### src/rtl/timer_interval_sequencer.sv
// Plays back a programmed list of oneshot down-count intervals on a 32-bit timer's register write ports.
// Optional sticky completion interrupt: define TIMER_SEQ_IRQ_EN.
module timer_interval_sequencer #(
    parameter int unsigned NSLOTS = 4,
    parameter int unsigned SLOT_W = 2
) (
    input  logic              clkin,
    input  logic              resetn,
    input  logic              slot_we_i,
    input  logic [SLOT_W-1:0] slot_idx_i,
    input  logic [31:0]       slot_di_i,
    input  logic [SLOT_W:0]   slot_len_i,
    input  logic              start_i,
    input  logic              abort_i,
    input  logic              irq_clr_i,
    input  logic              tmr_stop_i,
    output logic [3:0]        tmr_val_we_o,
    output logic [31:0]       tmr_val_do_o,
    output logic              tmr_cfg_we_o,
    output logic [31:0]       tmr_cfg_do_o,
    output logic              busy_o,
    output logic [SLOT_W-1:0] cur_slot_o,
    output logic              slot_done_o,
    output logic              seq_done_o,
    output logic              irq_o
);

    localparam int unsigned DATA_W = 32;
    localparam int unsigned LEN_W  = SLOT_W + 1;
    localparam int unsigned BE_W   = 4;
    localparam logic [DATA_W-1:0] CFG_ARM = DATA_W'(32'h3);

    typedef enum logic [2:0] {
        S_IDLE,
        S_LOAD,
        S_ARM,
        S_RUN,
        S_DIS
    } state_e;

    state_e              state_q, state_d;
    logic [SLOT_W-1:0]   cur_slot_q, cur_slot_d;
    logic [SLOT_W-1:0]   last_q, last_d;
    logic [SLOT_W-1:0]   last_sel;
    logic                first_q, first_d;
    logic                kill_q, kill_d;
    logic [DATA_W-1:0]   slot_q [NSLOTS];
    logic [DATA_W-1:0]   slot_d [NSLOTS];
    logic [DATA_W-1:0]   cur_val;
    logic [DATA_W-1:0]   nxt_val;

    logic [BE_W-1:0]     val_we_q, val_we_d;
    logic [DATA_W-1:0]   val_do_q, val_do_d;
    logic                cfg_we_q, cfg_we_d;
    logic [DATA_W-1:0]   cfg_do_q, cfg_do_d;
    logic                busy_q, busy_d;
    logic                slot_done_q, slot_done_d;
    logic                seq_done_q, seq_done_d;

    // Effective last slot index: length 0 plays one slot, oversize lengths clamp to the table.
    always_comb begin
        if (slot_len_i == '0) begin
            last_sel = '0;
        end else if (slot_len_i > LEN_W'(NSLOTS)) begin
            last_sel = SLOT_W'(NSLOTS - 1);
        end else begin
            last_sel = SLOT_W'(slot_len_i - LEN_W'(1));
        end
    end

    // Slot table only accepts writes while idle so a running sequence sees a stable list.
    always_comb begin
        for (int i = 0; i < NSLOTS; i++) begin
            slot_d[i] = slot_q[i];
        end
        if (state_q == S_IDLE && slot_we_i) begin
            slot_d[slot_idx_i] = slot_di_i;
        end
    end

    always_comb begin
        state_d     = state_q;
        cur_slot_d  = cur_slot_q;
        last_d      = last_q;
        kill_d      = 1'b0;
        first_d     = 1'b0;
        cur_val     = slot_q[cur_slot_q];
        nxt_val     = '0;
        val_we_d    = '0;
        val_do_d    = '0;
        cfg_we_d    = 1'b0;
        cfg_do_d    = '0;
        busy_d      = 1'b0;
        slot_done_d = 1'b0;
        seq_done_d  = 1'b0;

        case (state_q)
            S_IDLE: begin
                if (start_i && !abort_i) begin
                    state_d    = S_LOAD;
                    cur_slot_d = '0;
                    last_d     = last_sel;
                end
            end
            S_LOAD: begin
                if (abort_i) begin
                    state_d = S_DIS;
                    kill_d  = 1'b1;
                end else if (cur_val != '0) begin
                    state_d = S_ARM;
                end else if (cur_slot_q == last_q) begin
                    state_d = S_IDLE;
                end else begin
                    cur_slot_d = cur_slot_q + SLOT_W'(1);
                end
            end
            S_ARM: begin
                if (abort_i) begin
                    state_d = S_DIS;
                    kill_d  = 1'b1;
                end else begin
                    state_d = S_RUN;
                end
            end
            S_RUN: begin
                // The timer's stop flag is still stale in the first cycle after arming.
                if (abort_i) begin
                    state_d = S_DIS;
                    kill_d  = 1'b1;
                end else if (!first_q && tmr_stop_i) begin
                    state_d = S_DIS;
                end
            end
            S_DIS: begin
                if (kill_q || abort_i || cur_slot_q == last_q) begin
                    state_d = S_IDLE;
                end else begin
                    state_d    = S_LOAD;
                    cur_slot_d = cur_slot_q + SLOT_W'(1);
                end
            end
            default: begin
                state_d = S_IDLE;
            end
        endcase

        first_d = (state_d == S_RUN) && (state_q != S_RUN);

        // Outputs are decoded from the next state so they register alongside it.
        busy_d  = (state_d != S_IDLE);
        nxt_val = slot_d[cur_slot_d];
        case (state_d)
            S_LOAD: begin
                if (nxt_val != '0) begin
                    val_we_d = '1;
                    val_do_d = nxt_val;
                end else if (cur_slot_d == last_d) begin
                    seq_done_d = 1'b1;
                end
            end
            S_ARM: begin
                cfg_we_d = 1'b1;
                cfg_do_d = CFG_ARM;
            end
            S_DIS: begin
                cfg_we_d = 1'b1;
                if (!kill_d) begin
                    slot_done_d = 1'b1;
                    seq_done_d  = (cur_slot_d == last_d);
                end
            end
            default: begin
            end
        endcase
    end

    always_ff @(posedge clkin or negedge resetn) begin
        if (!resetn) begin
            state_q     <= S_IDLE;
            cur_slot_q  <= '0;
            last_q      <= '0;
            first_q     <= 1'b0;
            kill_q      <= 1'b0;
            val_we_q    <= '0;
            val_do_q    <= '0;
            cfg_we_q    <= 1'b0;
            cfg_do_q    <= '0;
            busy_q      <= 1'b0;
            slot_done_q <= 1'b0;
            seq_done_q  <= 1'b0;
            for (int i = 0; i < NSLOTS; i++) begin
                slot_q[i] <= '0;
            end
        end else begin
            state_q     <= state_d;
            cur_slot_q  <= cur_slot_d;
            last_q      <= last_d;
            first_q     <= first_d;
            kill_q      <= kill_d;
            val_we_q    <= val_we_d;
            val_do_q    <= val_do_d;
            cfg_we_q    <= cfg_we_d;
            cfg_do_q    <= cfg_do_d;
            busy_q      <= busy_d;
            slot_done_q <= slot_done_d;
            seq_done_q  <= seq_done_d;
            for (int i = 0; i < NSLOTS; i++) begin
                slot_q[i] <= slot_d[i];
            end
        end
    end

`ifdef TIMER_SEQ_IRQ_EN
    logic irq_q, irq_d;

    // Completion sets the flag even when a clear arrives in the same cycle.
    always_comb begin
        irq_d = irq_q;
        if (seq_done_q) begin
            irq_d = 1'b1;
        end else if (irq_clr_i) begin
            irq_d = 1'b0;
        end
    end

    always_ff @(posedge clkin or negedge resetn) begin
        if (!resetn) begin
            irq_q <= 1'b0;
        end else begin
            irq_q <= irq_d;
        end
    end

    assign irq_o = irq_q;
`else
    logic irq_clr_unused;

    assign irq_clr_unused = irq_clr_i;
    assign irq_o          = 1'b0;
`endif

    assign tmr_val_we_o = val_we_q;
    assign tmr_val_do_o = val_do_q;
    assign tmr_cfg_we_o = cfg_we_q;
    assign tmr_cfg_do_o = cfg_do_q;
    assign busy_o       = busy_q;
    assign cur_slot_o   = cur_slot_q;
    assign slot_done_o  = slot_done_q;
    assign seq_done_o   = seq_done_q;

endmodule
### config.mk
export PLATFORM = sky130hd
export DESIGN_NAME = timer_interval_sequencer
export DESIGN_NICKNAME = d
export VERILOG_FILES = /design/src/rtl/timer_interval_sequencer.sv
export SDC_FILE = /design/constraint.sdc
export NUM_CORES = 1
export LEC_CHECK = 0
export ABC_AREA = 1
export CAP_MARGIN = 20
export CORE_MARGIN = 4
export CORE_UTILIZATION = 55
export CTS_CLUSTER_DIAMETER = 120
export CTS_CLUSTER_SIZE = 40
export DETAILED_ROUTE_END_ITERATION = 8
export PLACE_DENSITY = 0.8
export SYNTH_ARGS = -nofsm -noshare
export SYNTH_HDL_FRONTEND = slang
export SYNTH_SLANG_ARGS = --single-unit
export TNS_END_PERCENT = 50
### constraint.sdc
create_clock -name clkin -period 3.35 [get_ports clkin]
set_input_delay 0.67 -clock clkin [delete_from_list [all_inputs] [get_ports clkin]]
set_output_delay 0.67 -clock clkin [all_outputs]
set_load 0.005 [all_outputs]
==> flow_summary.yaml <==
status:
  outcome: "completed"
synth:
  synthMostInstantiatedCell: "nand2_1"
  synth.distinct_cells: 27
  synthArstFlopShare_pct: 100.0
  yosys.area.top_type_share_pct: 52.04
  synthCells: 1083
  synthXorXnorAreaFrac_pct: 0.3123
  synth-compound-area-share_pct: 8.625
  synth_area_leaders: "dfrtp_1, nand2_1, o21ai_0, nand3_1, nor2_1"
  synth_warnings: 0
  synth_mux_area_share_pct: 0
  ys_ff_latch: 175
  yosys.area_share.adder_pct: 0.1487
  yosys.area.top_type: "dfrtp_1"
  synth_edf_count: 0
  netlist_top_cells_count: "nand2_1, dfrtp_1, o21ai_0"
  synthSimpleGateAreaFrac_pct: 29.46
  synthFlopType: "dfrtp_1"
  ys_seq_area_share_pct: 52.04
  synth_area_um2: 8414
  avgSynthCellArea_um2: 7.769
  synth_top_family_by_area: "simple AND/OR/NAND/NOR gates"
die:
  initial_utilization_pct: 57.03
  die_h_um: 131.7
  die_x_um: 131.7
  die_area_um2: 17340
  design.core.area_um2: 14750
  num_rows: 44
  ios: 119
setup_path:
  path_class: "reg -> reg"
  slowest_stage: "dfrtp_1"
  worst_ep_required_time_ps: 3710
  cpMostUsedCell: "nand2_1"
  cp.arrival_ps: 3430
  r2r_start: "slot_q[15]$_DFF_PN0_"
  worst-path-max-fanout: 17
  path_cells: "or2_2 > nor2_1 > nand3b_1 > nand2_1 > nand2_1 > nand2_2 > inv_1 > nor2_4 > nand4_1 > nand3_1 > nand2_1 > nand2_2 > buf_12 > nand3_1 > nand2_1 > nand2_1 > nor2_2 > nand2_1 > nor2_1 > nand4_1 > nand2_1"
  cp-startpoint: "slot_q[15]$_DFF_PN0_"
  slowest_delay_ps: 370
  startpoint_type: "flip-flop"
  cp-end-kind: "flip-flop"
pwr:
  p_int_mw: 6.171
  pwr-share-clk_pct: 17.0
  powerDensity_nw_per_um2: 1118
  switching_share_pct: 44.80
  seqPwrFrac_pct: 31.0
  p_sw_mw: 5.008
  p_leak_nw: 4.954
  p_comb_share_pct: 52.0
  peakVddDrop_v: 0.0007736
  total_power_mw: 11.18
route:
  drt_iter0_drc: 859
  via_per_inst: 5.528
  wl_mm: 21.52
  route.antenna.remaining_nets: 0
  dr.pass1.iters: 5
  wl_per_cell_um: 15.95
  drc_errors: 0
  vias: 7457
placed_design:
  io_buffers: 86
  placed_area_um2: 9395
  dp_hpwl_mm: 13.75
  place.gp.congestion: 0.8702
  dp_cells: 1318
cts:
  cts_buffer_depth: 2
  cts_buffers: 17
  cts_sinks: 175
  clkTransAtPathRegs_ps: 60
  insertion_delay_ps: 430
  cts_max_level: 4
  cts_tree: "built"
  cts_hold_buf: 0
  clock-root-buffer: "clkbuf_16"
sta:
  worst_slew_pin_slew_ps: 701.3
  relSlewSlack_pct: 53.24
  rsz0062_at_grt: "false"
  tns_ps: 0
  hold_viol: 0
  fin_crit_sh_pct: 91.42
  worst_clock_skew_ps: 6.063
  max_freq_mhz: 326.5
  slew_viol_final: 0
  fin_crit_ps: 3063
  setup_viol: 0
cells_and_area:
  final_area_um2: 10000
  area_growth_pct: 18.85
  layout.cells.non_filler: 1349
  final_core_util_pct: 67.78
  diodes: 0
  layout.nets: 1199
  layout-drive-gt1-share_pct: 6.524
global_route:
  overflow: 0
  grt_pass1_vias: 7152
  grtUsageTotal_pct: 25.15
  grt_pass1_wl_mm: 35.46
  grt_antenna_before_repair: 0
  grt_max_degree: 78
hold_path:
  hold_class: "in -> async"
job:
  cap_violations: 0
==> per-stage QoR <==
step                hold slack [ps]  worst slack, ps
floorplan                     374.4            883.8
global placement              497.6            152.6
detailed placement            507.1            117.3
CTS                           298.9            171.0
global route                  332.0            56.54
finish                        276.3            287.4
==> critical path, delay by kind of cell (launching register included) <==
family / cells / cell delay (ps)
and+or+nand+nor: 19 / 2360
DFF: 1 / 370
buffers and inverters: 2 / 260
==> flip-flops by register name, summed over array words and instances, names as in the netlist, 2 cells and up <==
signal	flops
last_q	2
state_q	3
cur_slot_o	2
slot_q	128
tmr_val_do_o	32
==> cell type report <==
cell class,instances,area [µm²]
clock inverter,8,90.09
fill,1210,4753
timing repair buffer,108,1170
sequential,175,4380
tap,184,230.2
clock buffer,22,464.2
multi-input combinational,781,3400
inverter,71,266.5
==> layer usage <==
metal | global-route usage [%] | share of wire [%]
met2 | 39.57 | 46
met4 | 8.693 | 2.4
met1 | 34.44 | 43
met3 | 6.116 | 8.2
met5 | 0 | 0
==> layout by cell type (no fill, tap or decap), types with 4 or more instances in the layout <==
cell type          n
o21ai_0          132
nand2_2            5
clkinv_2           6
dfrtp_1          174
inv_1             67
conb_1            31
or2_2              5
nor2_1           115
buf_12            10
inv_2              4
clkbuf_16         18
nand4_1            5
nand3_2            4
nand2_1          333
clkdlybuf4s50_1   85
nand3_1          113
nor3_1            12
buf_4             11
a21oi_1            7
==> path summary, 6_finish.rpt <==
path | to | slack (ps) | depth (start not counted)
max | seq_done_o$_DFF_PN0_ | 290 | 21
min | slot_q[15]$_DFF_PN0_ | 280 | 1
max reg2reg | seq_done_o$_DFF_PN0_ | 290 | 21
min reg2reg | slot_q[79]$_DFF_PN0_ | 520 | 2
max in group asynchronous | last_q[0]$_DFF_PN0_ | 2330 | 2
min in group clkin | slot_q[79]$_DFF_PN0_ | 520 | 2
==> power groups by stage <==
stage | logic [mW] | registers (mW) | clock network (mW)
floorplan | 3.85 | 3.34 | 0
global placement | 5.45 | 3.44 | 0
detailed placement | 5.52 | 3.46 | 0
CTS | 5.60 | 3.44 | 1.92
global route | 6.50 | 3.55 | 2.01
finish | 5.81 | 3.46 | 1.90
==> what timing repair did <==
action,4_1_cts,5_1_grt
buffers inserted,0,0
gates resized for setup,0,8
endpoints found under the setup margin,0,2
hold endpoints to repair,0,0
==> cell families (layout without fill, tap and decap cells) <==
group / count (synthesis) / count (layout)
compound gates: 144 / 144
xor+xnor: 3 / 3
fa+ha+maj: 1 / 1
buf+inv: 157 / 209
flops: 175 / 175
other cells: 1 / 31
simple gates: 602 / 602
(Power assumes the default switching activity.)
